$ cat src/rtl/instr_pkg.sv
// Shared definitions for the instruction encode/issue block.
//   - opcode constants (3 bits), word/field widths
//   - issue FSM state enum
//   - request struct {op, fields, imm8} as stored in the request FIFO
//   - encode_word(): maps (state, request) to {lireg, instr}
package instr_pkg;

    localparam int INSTR_W = 8;
    localparam int FIELD_W = 5;
    localparam int OP_W    = 3;
    localparam int IMM_W   = 8;

    localparam logic [OP_W-1:0] OP_LI   = 3'b000;
    localparam logic [OP_W-1:0] OP_LW   = 3'b001;
    localparam logic [OP_W-1:0] OP_SW   = 3'b010;
    localparam logic [OP_W-1:0] OP_ADDI = 3'b011;
    localparam logic [OP_W-1:0] OP_BEQ  = 3'b100;
    localparam logic [OP_W-1:0] OP_SLTI = 3'b101;
    localparam logic [OP_W-1:0] OP_RR   = 3'b110;
    localparam logic [OP_W-1:0] OP_J    = 3'b111;

    typedef enum logic [1:0] {
        S_IDLE  = 2'd0,
        S_ISSUE = 2'd1,
        S_LI_HI = 2'd2,
        S_LI_LO = 2'd3
    } state_t;

    typedef struct packed {
        logic [OP_W-1:0]    op;
        logic [FIELD_W-1:0] fields;
        logic [IMM_W-1:0]   imm8;
    } req_t;

    // Returns {lireg, instr}. A li request becomes a lui/lli pair: both halves
    // carry rt (fields[4]) and one nibble of the immediate under opcode 000.
    function automatic logic [INSTR_W:0] encode_word(input state_t st, input req_t r);
        logic [INSTR_W:0] w;
        case (st)
            S_ISSUE: w = {1'b0, r.op, r.fields};
            S_LI_HI: w = {1'b0, OP_LI, r.fields[4], r.imm8[7:4]};
            S_LI_LO: w = {1'b1, OP_LI, r.fields[4], r.imm8[3:0]};
            default: w = '0;
        endcase
        return w;
    endfunction

endpackage

$ cat src/rtl/req_fifo.sv
// Request FIFO for instr_encode_issue.
//   clk, rst_n   : clock, async active-low reset
//   flush        : synchronous clear of pointers and count
//   push, wdata  : write one request (ignored when full)
//   pop          : drop the head entry (ignored when empty)
//   head         : entry at the read pointer
//   head_next    : entry behind the head, used to reload the issuer without a bubble
//   count        : occupancy, 0..DEPTH
module req_fifo
    import instr_pkg::*;
#(
    parameter int DEPTH = 4
) (
    input  logic                   clk,
    input  logic                   rst_n,
    input  logic                   flush,
    input  logic                   push,
    input  req_t                   wdata,
    input  logic                   pop,
    output req_t                   head,
    output req_t                   head_next,
    output logic [$clog2(DEPTH):0] count
);
    localparam int AW = $clog2(DEPTH);
    localparam int CW = AW + 1;

    req_t           mem [DEPTH];
    logic [AW-1:0]  wr_ptr;
    logic [AW-1:0]  rd_ptr;
    logic           full;
    logic           empty;
    logic           do_push;
    logic           do_pop;

    assign full    = (count == CW'(DEPTH));
    assign empty   = (count == '0);
    assign do_push = push && !full && !flush;
    assign do_pop  = pop && !empty && !flush;

    // Storage needs no reset; validity is tracked by count.
    always_ff @(posedge clk) begin
        if (do_push) mem[wr_ptr] <= wdata;
    end

    always_ff @(posedge clk or negedge rst_n) begin
        if (!rst_n) begin
            wr_ptr <= '0;
            rd_ptr <= '0;
            count  <= '0;
        end else if (flush) begin
            wr_ptr <= '0;
            rd_ptr <= '0;
            count  <= '0;
        end else begin
            if (do_push) wr_ptr <= wr_ptr + AW'(1);
            if (do_pop)  rd_ptr <= rd_ptr + AW'(1);
            case ({do_push, do_pop})
                2'b10:   count <= count + CW'(1);
                2'b01:   count <= count - CW'(1);
                default: count <= count;
            endcase
        end
    end

    assign head      = mem[rd_ptr];
    assign head_next = mem[rd_ptr + AW'(1)];

endmodule

$ cat src/rtl/instr_encode_issue.sv
// Producer side of the 8-bit control-decode interface.
// Buffers symbolic requests in a FIFO, encodes them into 8-bit words and
// issues them over a valid/ready port; li expands into a lui/lli pair.
//   clk, rst_n              : clock, async active-low reset
//   req_valid/req_ready     : request handshake (ready = FIFO not full)
//   req_op/fields/imm8      : request payload
//   flush                   : drop everything pending, including a half-sent li
//   instr_valid/instr_ready : issue handshake
//   instr, lireg            : encoded word; lireg=1 marks the lli half
//   fifo_count              : FIFO occupancy
//   issued_cnt              : words issued (only with ISSUE_CNT_EN defined)
// Optional feature macro: ISSUE_CNT_EN.
module instr_encode_issue
    import instr_pkg::*;
#(
    parameter int DEPTH = 4,
    parameter int CNT_W = 16
) (
    input  logic                   clk,
    input  logic                   rst_n,
    input  logic                   req_valid,
    output logic                   req_ready,
    input  logic [OP_W-1:0]        req_op,
    input  logic [FIELD_W-1:0]     req_fields,
    input  logic [IMM_W-1:0]       req_imm8,
    input  logic                   flush,
    output logic                   instr_valid,
    input  logic                   instr_ready,
    output logic [INSTR_W-1:0]     instr,
    output logic                   lireg,
    output logic [$clog2(DEPTH):0] fifo_count
`ifdef ISSUE_CNT_EN
    ,
    output logic [CNT_W-1:0]       issued_cnt
`endif
);
    localparam int CW = $clog2(DEPTH) + 1;

    state_t state, state_nxt;
    req_t   cur, cur_nxt;       // request currently being issued (still in the FIFO)
    req_t   req_in, head, head_next, src;
    logic   push, pop, hs, load;

    assign req_in    = '{op: req_op, fields: req_fields, imm8: req_imm8};
    // Ready depends on occupancy only, so a full FIFO refuses a push even
    // when a pop happens in the same cycle.
    assign req_ready = (fifo_count != CW'(DEPTH));
    assign push      = req_valid && req_ready && !flush;
    assign hs        = instr_valid && instr_ready;

    req_fifo #(.DEPTH(DEPTH)) u_fifo (
        .clk       (clk),
        .rst_n     (rst_n),
        .flush     (flush),
        .push      (push),
        .wdata     (req_in),
        .pop       (pop),
        .head      (head),
        .head_next (head_next),
        .count     (fifo_count)
    );

    always_ff @(posedge clk or negedge rst_n) begin
        if (!rst_n) begin
            state <= S_IDLE;
            cur   <= '0;
        end else begin
            state <= state_nxt;
            cur   <= cur_nxt;
        end
    end

    // The entry being issued stays at the FIFO head until its last word is
    // accepted. On that pop the next request is either the entry behind the
    // head or, if the FIFO is about to be empty, the one arriving right now.
    always_comb begin
        state_nxt = state;
        cur_nxt   = cur;
        pop       = 1'b0;
        load      = 1'b0;
        src       = head;
        unique case (state)
            S_IDLE: begin
                if (fifo_count != '0) begin
                    load = 1'b1;
                    src  = head;
                end else if (push) begin
                    load = 1'b1;
                    src  = req_in;
                end
            end
            S_ISSUE, S_LI_LO: begin
                if (hs) begin
                    pop = 1'b1;
                    if (fifo_count > CW'(1)) begin
                        load = 1'b1;
                        src  = head_next;
                    end else if (push) begin
                        load = 1'b1;
                        src  = req_in;
                    end else begin
                        state_nxt = S_IDLE;
                    end
                end
            end
            S_LI_HI: begin
                if (hs) state_nxt = S_LI_LO;
            end
            default: state_nxt = S_IDLE;
        endcase
        if (load) begin
            cur_nxt   = src;
            state_nxt = (src.op == OP_LI) ? S_LI_HI : S_ISSUE;
        end
        if (flush) begin
            state_nxt = S_IDLE;
            pop       = 1'b0;
        end
    end

    // Outputs depend only on registered state, so they hold while stalled.
    always_comb begin
        instr_valid    = (state != S_IDLE);
        {lireg, instr} = encode_word(state, cur);
    end

`ifdef ISSUE_CNT_EN
    always_ff @(posedge clk or negedge rst_n) begin
        if (!rst_n)
            issued_cnt <= '0;
        else if (hs && !flush)
            issued_cnt <= issued_cnt + CNT_W'(1);
    end
`endif

endmodule

$ cat config.mk
export PLATFORM = sky130hd
export DESIGN_NAME = instr_encode_issue
export DESIGN_NICKNAME = d
export VERILOG_FILES = /design/src/rtl/instr_pkg.sv /design/src/rtl/req_fifo.sv /design/src/rtl/instr_encode_issue.sv
export SDC_FILE = /design/constraint.sdc
export NUM_CORES = 1
export LEC_CHECK = 0
export CAP_MARGIN = 10
export CELL_PAD_IN_SITES_DETAIL_PLACEMENT = 0
export CELL_PAD_IN_SITES_GLOBAL_PLACEMENT = 1
export CORE_MARGIN = 8
export CORE_UTILIZATION = 51
export CTS_BUF_LIST = sky130_fd_sc_hd__clkbuf_8
export DETAILED_ROUTE_END_ITERATION = 6
export PLACE_DENSITY_LB_ADDON = 0.08
export SYNTH_ARGS = -nofsm -noshare
export SYNTH_HDL_FRONTEND = slang
export SYNTH_SLANG_ARGS = --single-unit
$ cat constraint.sdc
create_clock -name clk -period 2.86 [get_ports clk]
set_clock_uncertainty 0.1 [all_clocks]
set_input_delay 0.572 -clock clk [delete_from_list [all_inputs] [get_ports clk]]
set_output_delay 0.572 -clock clk [all_outputs]
set_load 0.1 [all_outputs]
# Word level (Yosys, flattened, before mapping)
# Memory sizes are Yosys's and may differ from the RTL's.
# Index checks and enable logic that the tools add are counted.
[totals]
inputBits = 21
output_inout_bits = 14
n_memories = 1
reg_bits = 25
elab_cells = 75
ramBits = 64
[memory_table]
columns = ["name", "depth", "word_bits", "read_ports", "rd_clocked_by_memory_dff", "write_ports", "line_no", "rtl"]
rows = [
  ["u_fifo.mem", 4, 16, 2, 0, 1, "req_fifo.sv:27", "req_t mem [DEPTH];"],
]
[op_classes]
eq_ne = 11
muxes = 30
order_cmp = 1
n_reduce_logical = 21
addsub = 4
[ops]
columns = ["op", "n"]
rows = [
  ["$mux W16", 4],
  ["$pmux W16 S2", 1],
  ["$pmux W9 S3", 1],
  ["$mux W2", 11],
  ["$ne A4 B4 Y1 const B", 4],
  ["$mux W1", 9],
  ["$logic_and A1 B1 Y1", 7],
  ["$eq A2 B2 Y1 const B", 3],
  ["$logic_not A3 Y1", 2],
  ["$pmux W3 S2", 1],
  ["$reduce_bool A2 Y1", 3],
  ["$reduce_bool A3 Y1", 2],
  ["$reduce_and A5 Y1", 1],
  ["$add A2 B1 Y2 const B", 2],
  ["$eq A2 B1 Y1 const B", 2],
  ["$pmux W2 S2", 1],
  ["$reduce_bool A4 Y1", 1],
  ["$add A3 B1 Y3 const B", 1],
  ["$eq A3 B3 Y1 const B", 1],
  ["$gt A3 B1 Y1 const B", 1],
  ["$logic_not A1 Y1", 3],
  ["$mux W3", 1],
  ["$ne A3 B3 Y1 const B", 1],
  ["$sub A3 B1 Y3 const B", 1],
  ["3 further kinds", 3],
]

# Longest topological paths before layout
[logic_depth]
word_depth = 11
ltp_mapped = 10
depth_no_buf = 9

# By module
# A second synthesis with hierarchy kept.
[hier_totals]
hier_cells = 359
hier_area_um2 = 4805.9
[modules_own_cells]
columns = ["module", "n_inst", "seq_area_each_um2", "area_each_um2", "cells_each"]
rows = [
  ["req_fifo", 1, 2097.0, 3378.2, 170],
  ["instr_encode_issue", 1, 450.4, 1427.6, 189],
]

# Worst setup path before layout
# Ideal clock, no wire load.
[synth_timing]
path_type = "reg-to-output"
startpoint = "reg state[0]"
endpoint = "out instr[0]"
slack_ns = -1.086
t_arrival_ns = 3.274
required_ns = 2.188
path_buffers = 2
stages_incl_launch_ff = 5
path_cell_list = "dfrtp_1 -> clkbuf_1 -> buf_1 -> mux2i_1 -> o21ai_0"
[synth_between]
elab_chain_cells = 2
word_cells_on_any_way = 4
classes_between = "eq/ne: 3; mux: 1"
[synth_rtl]
columns = ["element", "line_no", "rtl"]
rows = [
  ["from (decl)", "instr_encode_issue.sv:39", "state_t state, state_nxt;"],
  ["from (signal assigned)", "instr_encode_issue.sv:68", "state <= state_nxt;"],
  ["$eq A2 B2 Y1 or $eq A2 B1 Y1 (tied branches)", "instr_pkg.sv:39", "case (st)"],
  ["$pmux W9 S3 *", "instr_pkg.sv:39", ""],
  ["to (decl)", "instr_encode_issue.sv:29", "output logic [INSTR_W-1:0] instr,"],
]
# Every way passes the cells marked *; elsewhere a longest branch is shown, timed or not.

# Worst setup path after layout
[layout_timing]
startpoint = "reg state[0]"
endpoint = "out instr[1]"
# The elaborated chain is that of the path after synthesis.

==> out/results.ini <==
[setup_path]
timing.critical_path.arrival_ps = 1900
startpoint_type = flip-flop
crit_fanout = 11
crit_chain = inv_1 > nor2_1 > nand2_1 > o21ai_1 > buf_12
crit_path_max_incr_delay_ps = 580
crit_path_end_kind = output pin
cp.required_ps = 2190
slowest_stage = dfrtp_1
crit_family = flip-flops
path_class = flip-flop to output pin
worst-path-buf-inv = 2

[global_routing]
grt_overflow = 0
antenna_found_initial = 0
grt_first_pass_wirelength_um = 15900
grt_usage = 0.178
grt_max_degree = 26
grt_pass1_vias = 2947

[route]
drtPass1Iterations = 4
routed-wl-met3_um = 425
vias_per_cell = 6.00
vias = 2869
routed.top_layer = met4
wl_met1_um = 4830
met2WireLength_um = 4690
drt_wl_total_um = 10100
drc = 0
drt_iter0_markers = 205
postRouteAntennaNets = 0
routedWlPerCell_um = 21.1

[clocking]
cts_resized = 0
clk_transition_reported_paths_ps = 90
cts_root_buf = clkbuf_8
cts_setup_buffers = 0
clkLatencyLatePin_ps = 350
clockBufferDepth = 2
clock_sinks = 89
cts.htree.levels = 3
cts_hold_buf = 0
numCtsBuffers = 9
cts_tree = yes

[synth]
synthCells = 315
synth_top_flop_cell = edfxtp_1
synth_enable_flop_cells = 64
async_flop_share = 0.281
syn_area_per_cell_um2 = 14.3
syn-cell-area_um2 = 4490
ys_types = 47
seq_area_frac_synth = 0.567
synth_top_area_cell = edfxtp_1
ys_seq_elements = 89
yosysTopAreaCellShare = 0.428
syn_nets = 344
yosysWarnings = 0
ys_top_cells_by_area = edfxtp_1 (43%), mux4_2 (15%), dfrtp_1 (14%)

[sta]
fin_crit_ps = 2570
finalHoldViolCount = 0
tns_ps = 0
drv_slew = 0
maxSlewHeadroom = 0.304
max_slew.worst_pin.slew_ps = 1040
rsz0062_at_grt = no
fmax_ghz = 0.389
setup_viol = 0
finalCritPeriodShare = 0.898

[power]
power_leakage_nw = 1.88
power_frac_comb = 0.432
power_switching_mw = 1.83
p_per_area_nw_per_um2 = 857
seqPwrFrac = 0.372
pwr-share-clk = 0.196
peakVddDrop_mv = 0.397
sw_frac_of_total = 0.398
intPower_mw = 2.77

[die]
dieArea_um2 = 12100
die_y_um = 110
pin_count = 35
die_w_um = 110
core-area_um2 = 8640
initial_core_util = 0.520
rows = 34

[placed_design]
placed_area_um2 = 5150
placed_cells = 462
post-dp-hpwl_um = 7240
port_buffers = 34
gp_congestion = 0.854

[final_layout]
areaGrowthSynthToFinish_pct = 19.5
drive_above_1_share = 0.262
final_cell_mix = edfxtp_1 (64), mux4_2 (30), buf_4 (26)
finalNonFillerCells = 478
diodes = 0
fill_cells = 676
design_area_um2 = 5360
finalNetCount = 394
layout_commonest_cell = edfxtp_1

[worst_hold_path]
worstHoldPathType = flip-flop to flip-flop

[run]
drv_cap = 0

[status]
status = finished clean

-- power by group through the flow --
stage	clock network, mW	registers (mW)	logic [mW]
2_1_floorplan	0	1.77	1.33
3_3_place_gp	0	1.73	1.97
3_5_place_dp	0	1.74	1.99
4_1_cts	0.924	1.71	1.99
5_1_grt	0.967	1.73	2.14
6_report	0.902	1.71	1.99
-- layer usage --
metal,global-route usage,vias up
met2,0.275,71
li1,-,1362
met4,0.0656,0
met5,0,-
met3,0.0252,10
met1,0.251,1426
-- synth_stat cells, types with 3 or more instances --
library cell   n
a22oi_1       14
o21ai_0       24
nand3_1        3
mux2i_1        4
a31oi_1       12
nand2_1       14
a21o_1         3
and3_1         7
o21ai_1        5
and2_1         3
inv_1          6
ha_1           8
clkbuf_1       6
xnor2_1        4
nor2b_1        5
buf_4          5
edfxtp_1      64
buf_2          5
nor2_1        25
dfrtp_1       25
a21oi_1        9
mux4_2        30
-- flip-flops by register name (all words and copies together) (netlist names) --
name	cells
u_fifo.wr_ptr	2
state	2
cur	16
u_fifo.count	3
u_fifo.rd_ptr	2
u_fifo.mem	64
-- cell families after synthesis --
logic type,after synthesis,synth area share
XOR/XNOR,5,0.00975
AO/OA/AOI/OAI,87,0.130
flip-flops,89,0.567
buffers and inverters,25,0.0281
adder cells (fa/ha/maj),8,0.0223
multiplexers,37,0.174
AND/OR/NAND/NOR,64,0.0688
-- per-stage QoR --
step	hold WS, ps	utilization	worst slack, ps	power, mW
floorplan	176	-	-334	3.10
global placement	371	0.596	66.7	3.70
detailed placement	373	0.596	52.1	3.72
CTS	396	0.621	275	4.63
global route	413	0.621	98.6	4.84
finish	391	0.621	292	4.60
-- worst paths after layout --
check	from	cells after the start	endpoint	slack (ps)
max in group asynchronous	rst_n	2	u_fifo.count[0]	1890
worst max register to register	u_fifo.count[0]	6	cur[2]	370
worst min-delay path	cur[14]	2	cur[14]	390
worst max-delay path	state[0]	5	instr[1]	290
worst min register to register	cur[14]	2	cur[14]	390
min in group asynchronous	rst_n	2	u_fifo.wr_ptr[1]	490
-- worst register-to-register path, delay by kind of cell, from the launching register on --
family,cells,cell delay (ps)
AND/OR/NAND/NOR,2,1020
flip-flops,1,430
buffers and inverters,1,70
adder cells (fa/ha/maj),1,260
AO/OA/AOI/OAI,2,520
-- area by class of cell --
cell class	count	area, µm²	area share
Tap cell	108	135	0.0252
Inverter	7	26.3	0.00490
Sequential cell	89	2550	0.476
Clock buffer	10	138	0.0257
Multi-Input combinational cell	201	1820	0.340
Clock inverter	6	75.1	0.0140
Timing Repair Buffer	57	616	0.115
No activity file was read; power rests on OpenSTA's default activity.
